`config.mk`:
```
export PLATFORM = sky130hd
export DESIGN_NAME = regfile_dump_reader
export DESIGN_NICKNAME = d
export VERILOG_FILES = /design/src/rtl/regfile_pkg.sv /design/src/rtl/regdump_out_reg.sv /design/src/rtl/regfile_dump_reader.sv
export SDC_FILE = /design/constraint.sdc
export NUM_CORES = 1
export LEC_CHECK = 0
export CAP_MARGIN = 10
export CORE_ASPECT_RATIO = 1.1
export CORE_UTILIZATION = 25
export DETAILED_ROUTE_END_ITERATION = 10
export GPL_TIMING_DRIVEN = 0
export PLACE_DENSITY_LB_ADDON = 0.3
export RECOVER_POWER = 25
export SYNTH_ARGS = -nofsm -noshare
export SYNTH_HDL_FRONTEND = slang
export SYNTH_HIERARCHICAL = 1
export SYNTH_SLANG_ARGS = --single-unit
```
`constraint.sdc`:
```
create_clock -name clk -period 2.2 [get_ports clk]
set_input_delay 0.22 -clock clk [delete_from_list [all_inputs] [get_ports clk]]
set_output_delay 0.22 -clock clk [all_outputs]
set_load 0.005 [all_outputs]
```
`src/rtl/regfile_pkg.sv`:
```
// Shared constants and FSM state encoding for the register-file dump reader.
// The optional checksum beat is enabled with `define REGDUMP_CHECKSUM_EN;
// S_CSUM is only reachable in that build.
package regfile_pkg;

  localparam int REG_DATA_W = 32;
  localparam int REG_ADDR_W = 5;
  localparam int NUM_REGS   = 32;

  typedef enum logic [2:0] {
    S_IDLE = 3'd0,
    S_READ = 3'd1,
    S_SEND = 3'd2,
    S_DONE = 3'd3,
    S_CSUM = 3'd4
  } state_t;

endpackage

```
`src/rtl/regdump_out_reg.sv`:
```
// Beat holding register for the dump stream. A beat is loaded when the FSM
// captures read data, held unchanged while the sink stalls, and dropped on
// acceptance. Reset and abort both empty it.
module regdump_out_reg #(
  parameter int DATA_W = 32,
  parameter int ADDR_W = 5
) (
  input  logic              clk,
  input  logic              reset,
  input  logic              clear,
  input  logic              load,
  input  logic              ack,
  input  logic [ADDR_W-1:0] load_idx,
  input  logic [DATA_W-1:0] load_data,
  input  logic              load_last,
  output logic              out_valid,
  output logic [ADDR_W-1:0] out_idx,
  output logic [DATA_W-1:0] out_data,
  output logic              out_last
);

  // Load, hold until the handshake, or clear; clear beats load.
  always_ff @(posedge clk) begin
    // NOTE: sequential state uses non-blocking assignments so every register
    // samples the pre-edge values, independent of statement order.
    if (reset || clear) begin
      out_valid <= 1'b0;
      out_idx   <= '0;
      out_data  <= '0;
      out_last  <= 1'b0;
    end else if (load) begin
      out_valid <= 1'b1;
      out_idx   <= load_idx;
      out_data  <= load_data;
      out_last  <= load_last;
    end else if (ack) begin
      out_valid <= 1'b0;
    end
  end

endmodule

```
`src/rtl/regfile_dump_reader.sv`:
```
// Sequential register-file dump reader. Walks indices FIRST_IDX..LAST_IDX on
// a spare read port and streams each value as an index-tagged beat over
// valid/ready. Optional feature macro: REGDUMP_CHECKSUM_EN appends one beat
// (out_idx=0) carrying the XOR of all accepted data beats.
module regfile_dump_reader
  import regfile_pkg::*;
#(
  parameter int DATA_W    = REG_DATA_W,
  parameter int ADDR_W    = REG_ADDR_W,
  parameter int FIRST_IDX = 0,
  parameter int LAST_IDX  = NUM_REGS - 1
) (
  input  logic              clk,
  input  logic              reset,
  input  logic              start,
  input  logic              abort,
  output logic [ADDR_W-1:0] rd_addr,
  input  logic [DATA_W-1:0] rd_data,
  output logic              out_valid,
  input  logic              out_ready,
  output logic [ADDR_W-1:0] out_idx,
  output logic [DATA_W-1:0] out_data,
  output logic              out_last,
  output logic              busy,
  output logic              done
);

  localparam logic [ADDR_W-1:0] FIRST_A = ADDR_W'(FIRST_IDX);
  localparam logic [ADDR_W-1:0] LAST_A  = ADDR_W'(LAST_IDX);

  state_t            state;
  logic [ADDR_W-1:0] idx;
  logic              handshake;
  logic              abort_hit;
  logic              load;
  logic [ADDR_W-1:0] load_idx;
  logic [DATA_W-1:0] load_data;
  logic              load_last;

  assign handshake = out_valid && out_ready;
  // Abort only matters once a dump is running; in IDLE it merely masks start.
  assign abort_hit = abort && (state != S_IDLE);

`ifdef REGDUMP_CHECKSUM_EN
  logic [DATA_W-1:0] csum;

  // Running XOR of accepted beats, restarted with each dump.
  always_ff @(posedge clk) begin
    if (reset) begin
      csum <= '0;
    end else if (state == S_IDLE && start) begin
      csum <= '0;
    end else if (handshake) begin
      csum <= csum ^ out_data;
    end
  end
`endif

  // Select what the beat register loads: read data in READ, checksum in CSUM.
  always_comb begin
    // NOTE: every output gets a default first, so no path leaves one
    // unassigned and no latch is inferred.
    load      = (state == S_READ);
    load_idx  = idx;
    load_data = rd_data;
`ifdef REGDUMP_CHECKSUM_EN
    load_last = 1'b0;
    if (state == S_CSUM) begin
      load      = 1'b1;
      load_idx  = '0;
      load_data = csum;
      load_last = 1'b1;
    end
`else
    load_last = (idx == LAST_A);
`endif
  end

  // Dump sequencer: abort first, then the per-state transitions.
  always_ff @(posedge clk) begin
    if (reset) begin
      state   <= S_IDLE;
      idx     <= FIRST_A;
      rd_addr <= FIRST_A;
      busy    <= 1'b0;
      done    <= 1'b0;
    end else begin
      done <= 1'b0;
      if (abort_hit) begin
        state <= S_IDLE;
        busy  <= 1'b0;
      end else begin
        unique case (state)
          S_IDLE: begin
            if (start && !abort) begin
              idx     <= FIRST_A;
              rd_addr <= FIRST_A;
              busy    <= 1'b1;
              state   <= S_READ;
            end
          end
          S_READ: state <= S_SEND;
          S_SEND: begin
            if (handshake) begin
              if (out_last) begin
                state <= S_DONE;
                done  <= 1'b1;
              end
`ifdef REGDUMP_CHECKSUM_EN
              else if (idx == LAST_A) begin
                state <= S_CSUM;
              end
`endif
              else begin
                // Increment only below LAST_IDX, so idx never wraps.
                idx     <= idx + ADDR_W'(1);
                rd_addr <= idx + ADDR_W'(1);
                state   <= S_READ;
              end
            end
          end
          S_DONE: begin
            state <= S_IDLE;
            busy  <= 1'b0;
          end
`ifdef REGDUMP_CHECKSUM_EN
          S_CSUM: state <= S_SEND;
`endif
          default: begin
            state <= S_IDLE;
            busy  <= 1'b0;
          end
        endcase
      end
    end
  end

  regdump_out_reg #(
    .DATA_W (DATA_W),
    .ADDR_W (ADDR_W)
  ) u_out_reg (
    .clk       (clk),
    .reset     (reset),
    .clear     (abort_hit),
    .load      (load),
    .ack       (handshake),
    .load_idx  (load_idx),
    .load_data (load_data),
    .load_last (load_last),
    .out_valid (out_valid),
    .out_idx   (out_idx),
    .out_data  (out_data),
    .out_last  (out_last)
  );

endmodule

```
After elaboration in Yosys (flattened, before gate mapping):

Index checks and enable logic that the tools add are counted.

* flip-flop bits (word level): 49
* input port bits: 37
* word-level logic and storage cells: 47

* $add $sub $neg: 1
* eq/ne operators: 6
* mux-type cells: 13
* bitwise logic cells: 4
* reduce and logical (&&, ||, !) cells: 15

Operators with widths (number)
* $mux W5: 3
* $pmux W5 S2: 1
* $pmux W3 S3: 1
* $mux W3: 2
* $ne A2 B2 Y1 const B: 3
* $add A5 B1 Y5 const B: 1
* $eq A5 B5 Y1 const B: 1
* $reduce_and A5 Y1: 1
* $mux W1: 4
* $not A1 Y1: 4
* $reduce_and A2 Y1: 2
* $reduce_bool A2 Y1: 2
* $reduce_or A2 Y1: 2
* $reduce_or A4 Y1: 1
* $eq A3 B1 Y1 const B: 1
* $eq A3 B2 Y1 const B: 1
* $logic_and A1 B1 Y1: 3
* $logic_not A3 Y1: 1
* $reduce_bool A3 Y1: 1
* $mux W2: 1
* $pmux W1 S2: 1
* $logic_not A1 Y1: 1
* $logic_or A1 B1 Y1: 1

Depth between registers and ports, before layout:

* depth in word-level cells: 4
* gate-level depth with buffers: 7
* depth with buffers taken out: 6

Modules after synthesis:

Netlist, hierarchy kept.

Modules (own cells, without submodules)
* regdump_out_reg: times used 1, cells an instance 128, area an instance 1423.9 um2, sequential area each 780.7 um2
* regfile_dump_reader: times used 1, cells an instance 63, area an instance 568.0 um2, sequential area each 180.2 um2

Worst setup path before layout:

OpenSTA, ideal clock, no wires.

* kind: register to register
* start point: register state[0]
* end point: register idx[2]
* setup time: 117 ps
* data arrival time: 1492 ps
* path slack: 591 ps
* cell stages (with the launch flop): 8
* path through: dfxtp_1 > inv_1 > ha_1 > buf_6 > a21o_1 > a211oi_4 > a21bo_2 > a21oi_1

* cells in the longest elaborated chain, start to end: 4
* elaborated cells on any way between the ends: 11

Ends and longest elaborated chain
* from (decl): RTL line regfile_dump_reader.sv:31 `state_t state;`
* from (signal assigned): RTL line regfile_dump_reader.sv:82 `state <= S_IDLE;`
* from (signal assigned): RTL line regfile_dump_reader.sv:90 `state <= S_IDLE;`
* from (signal assigned): RTL line regfile_dump_reader.sv:99 `state <= S_READ;`
* branches (longest 4 deep; another with $reduce_and A5 Y1)
* to (signal assigned): RTL line regfile_dump_reader.sv:116 `idx <= idx + ADDR_W'(1);`
* to (decl): RTL line regfile_dump_reader.sv:32 `logic [ADDR_W-1:0] idx;`

Parallel ways; which one is timed is not known.
A chain may end at the register's enable or synchronous reset.

Worst setup path after layout:

Ends and elaborated chain as after synthesis.

==> qor.yml <==
cts_resized: 0
powerDensity_nw_per_um2: 915
gp_congestion: 0.737
viasPerCell: 4.16
yosys_warnings: 6
fin_nets: 325
wl_met2_um: 2040
arrival_ns: 2.04
leakagePower_uw: 0.00122
hold_viol_final: 0
switchingPower_uw: 832
synth_top_family_by_area: "multiplexers"
drv_cap: 0
port_buffers: 82
endpoint_kind: "register"
synthSimpleGateAreaFrac: 0.149
report.final.slew_viol_count: 0
yosysUniqueCellTypes: 26
rsz0062_at_grt: "false"
synth_fa_ha_area_frac: 0.0503
tns_ns: 0
pre_cts_slack_ns: 0.389
seq_power_share: 0.385
postSynthAreaPerCell_um2: 10.4
fin_skew_ns: 0.00726
rows: 33
via_count: 1604
core-area_um2: 7600
fp.dieW_um: 87.1
die_y_um: 95.6
cts_tree: "done"
synth_top_cell_area_share: 0.482
drtAntennaViolNets: 0
htreeDepth: 2
cts.sinks: 48
synthMuxAreaShare: 0.206
first_pass_iters: 4
antennaDiodeCount: 0
hpwl_um: 3110
crit_required_ns: 2.42
drc: 0
grt_pass1_vias: 1455
max_slew_margin: 0.682
post-cts-setup-buffers: 0
vdd_drop_max_mv: 0.424
placed_cell_area_um2: 2940
final_core_util: 0.402
topRoutingLayerUsed: "met4"
crit_path_start: "state[0]"
wl_per_cell_um: 10.9
sw_frac_of_total: 0.298
cts-root-buf: "clkbuf_8"
worstReg2RegStart: "state[0]"
ys_seq_elements: 48
post-route-min-period_ns: 1.81
antenna_found_initial: 0
fmax_mhz: 551
final_area_um2: 3060
clk_path_buf_depth: 2
critPathLaunchType: "register"
seq_area_frac_synth: 0.482
met3_length_um: 199
track_usage: 0.105
power.share.combinational: 0.389
timing.final.crit_share: 0.824
overflow: 0
finalSetupViolCount: 0
layout-drive-gt1-share: 0.0783
dp.cells: 378
fillCellCount: 807
status: "completed"
stdcell_count: 386
path_class: "reg2reg"
grt_max_degree: 16
start_util: 0.262
postSynthNetCount: 236
worstMarginPinSlew_ns: 0.477
detail_route.wirelength_um: 4210
drt_iter0_drc: 46
synth.area.top_cells: "dfxtp_1 48%, mux2i_1 21%, nor2_1 8.3%"
clkPwrFrac: 0.226
syn-instance-count: 191
syn_area_um2: 1990
yosys.area.top_type: "dfxtp_1"
setup_slack_ns: 0.386
cts_buffers: 5
pin_count: 83
drt-met1-wl_um: 1910
p_int_uw: 1960
synthXorXnorAreaFrac: 0
syn_to_final_growth_pct: 53.4
min_from: "busy"
hold_class: "reg2reg"
clkTransAtPathRegs_ns: 0.08
path_max_fanout: 10
cts_hold_buf: 0
die-area_um2: 8330
grt_pass1_wl_um: 6720
synth-compound-area-share: 0.0503
clk_latency_ns: 0.30
[per-stage QoR]
stage | power, uW | hold slack (ns)
after floorplan | 1800 | 0.289
after detailed placement | 2230 | 0.477
after global routing | 2990 | 0.523
after global placement | 2220 | 0.470
final | 2800 | 0.489
after CTS | 2880 | 0.490
[cells by family (layout without fill, tap and decap cells)]
logic type	Yosys count	count (layout)
compound gates	14	14
fa+ha+maj	8	8
buf+inv	14	104
flops	48	48
mux	41	41
simple gates	66	66
[metal layers]
metal  vias to the layer above  GRT usage
li1                        810          -
met5                         -          0
met2                        39      0.173
met4                         0     0.0369
met1                       749      0.129
met3                         6     0.0329
[critical path: stages, from the launching register on]
cell      delay [ns]
dfxtp_1         0.38
inv_1           0.12
ha_1            0.23
buf_6           0.14
a21o_1          0.18
a211oi_4        0.39
nand4b_1        0.15
a21oi_1         0.16
[final cells by class]
| cell class | instances | area [um2] | share of cell area |
|---|---|---|---|
| plain buffers | 10 | 108 | 0.0352 |
| well taps | 105 | 131 | 0.0430 |
| multi-input cells | 129 | 908 | 0.297 |
| clock inverters | 3 | 42.5 | 0.0139 |
| repair buffers | 82 | 821 | 0.269 |
| inverters | 4 | 15.0 | 0.00491 |
| clock buffers | 5 | 68.8 | 0.0225 |
| flip-flops and latches | 48 | 961 | 0.314 |
[cell usage in the layout, fill, tap and decap left out, types with 2 or more instances in the layout]
cell / netlist / layout
ha_1: 8 / 8
clkbuf_1: 2 / 2
nand2b_1: 6 / 6
nand3_1: 4 / 4
mux2i_1: 41 / 41
clkbuf_8: 0 / 5
buf_4: 2 / 2
dlygate4sd3_1: 0 / 23
dfxtp_1: 48 / 48
clkdlybuf4s50_1: 0 / 59
nor2_1: 44 / 44
buf_6: 4 / 4
a21bo_2: 2 / 2
nor2b_1: 2 / 2
nand2_1: 3 / 3
a21oi_1: 8 / 8
inv_1: 4 / 4
buf_12: 2 / 2
[power by group through the flow]
| stage | Combinational, uW | Sequential, uW | Clock [uW] |
|---|---|---|---|
| 2_1_floorplan | 689 | 1110 | 0 |
| 3_3_place_gp | 1120 | 1100 | 0 |
| 3_5_place_dp | 1130 | 1100 | 0 |
| 4_1_cts | 1130 | 1080 | 665 |
| 5_1_grt | 1190 | 1100 | 700 |
| 6_report | 1090 | 1080 | 633 |
[final timing paths]
path	endpoint	slack [ns]	depth (start not counted)
setup / recovery	idx[2]	0.39	7
hold / removal	busy	0.49	2
setup reg to reg	idx[2]	0.39	7
hold reg to reg	busy	0.49	2
[synthesized netlist by cell type]
master    number
dfxtp_1       48
nor2_1        44
mux2i_1       41
a21oi_1        8
ha_1           8
nand2b_1       6
buf_6          4
inv_1          4
nand3_1        4
nand2_1        3
a21bo_2        2
buf_12         2
buf_4          2
clkbuf_1       2
nor2b_1        2
a211oi_4       1
a21o_1         1
a22oi_1        1
and3_1         1
nand3b_1       1
nand4b_1       1
nor3_1         1
o21ai_0        1
or2_2          1
or2_4          1
or3b_2         1
[flip-flops by register name (all words and copies together), names as in the netlist]
signal	cells
u_out_reg/out_data	32
idx	5
u_out_reg/out_idx	5
state	2
busy	1
done	1
u_out_reg/out_last	1
u_out_reg/out_valid	1
Power figures use the tool's default switching activity.
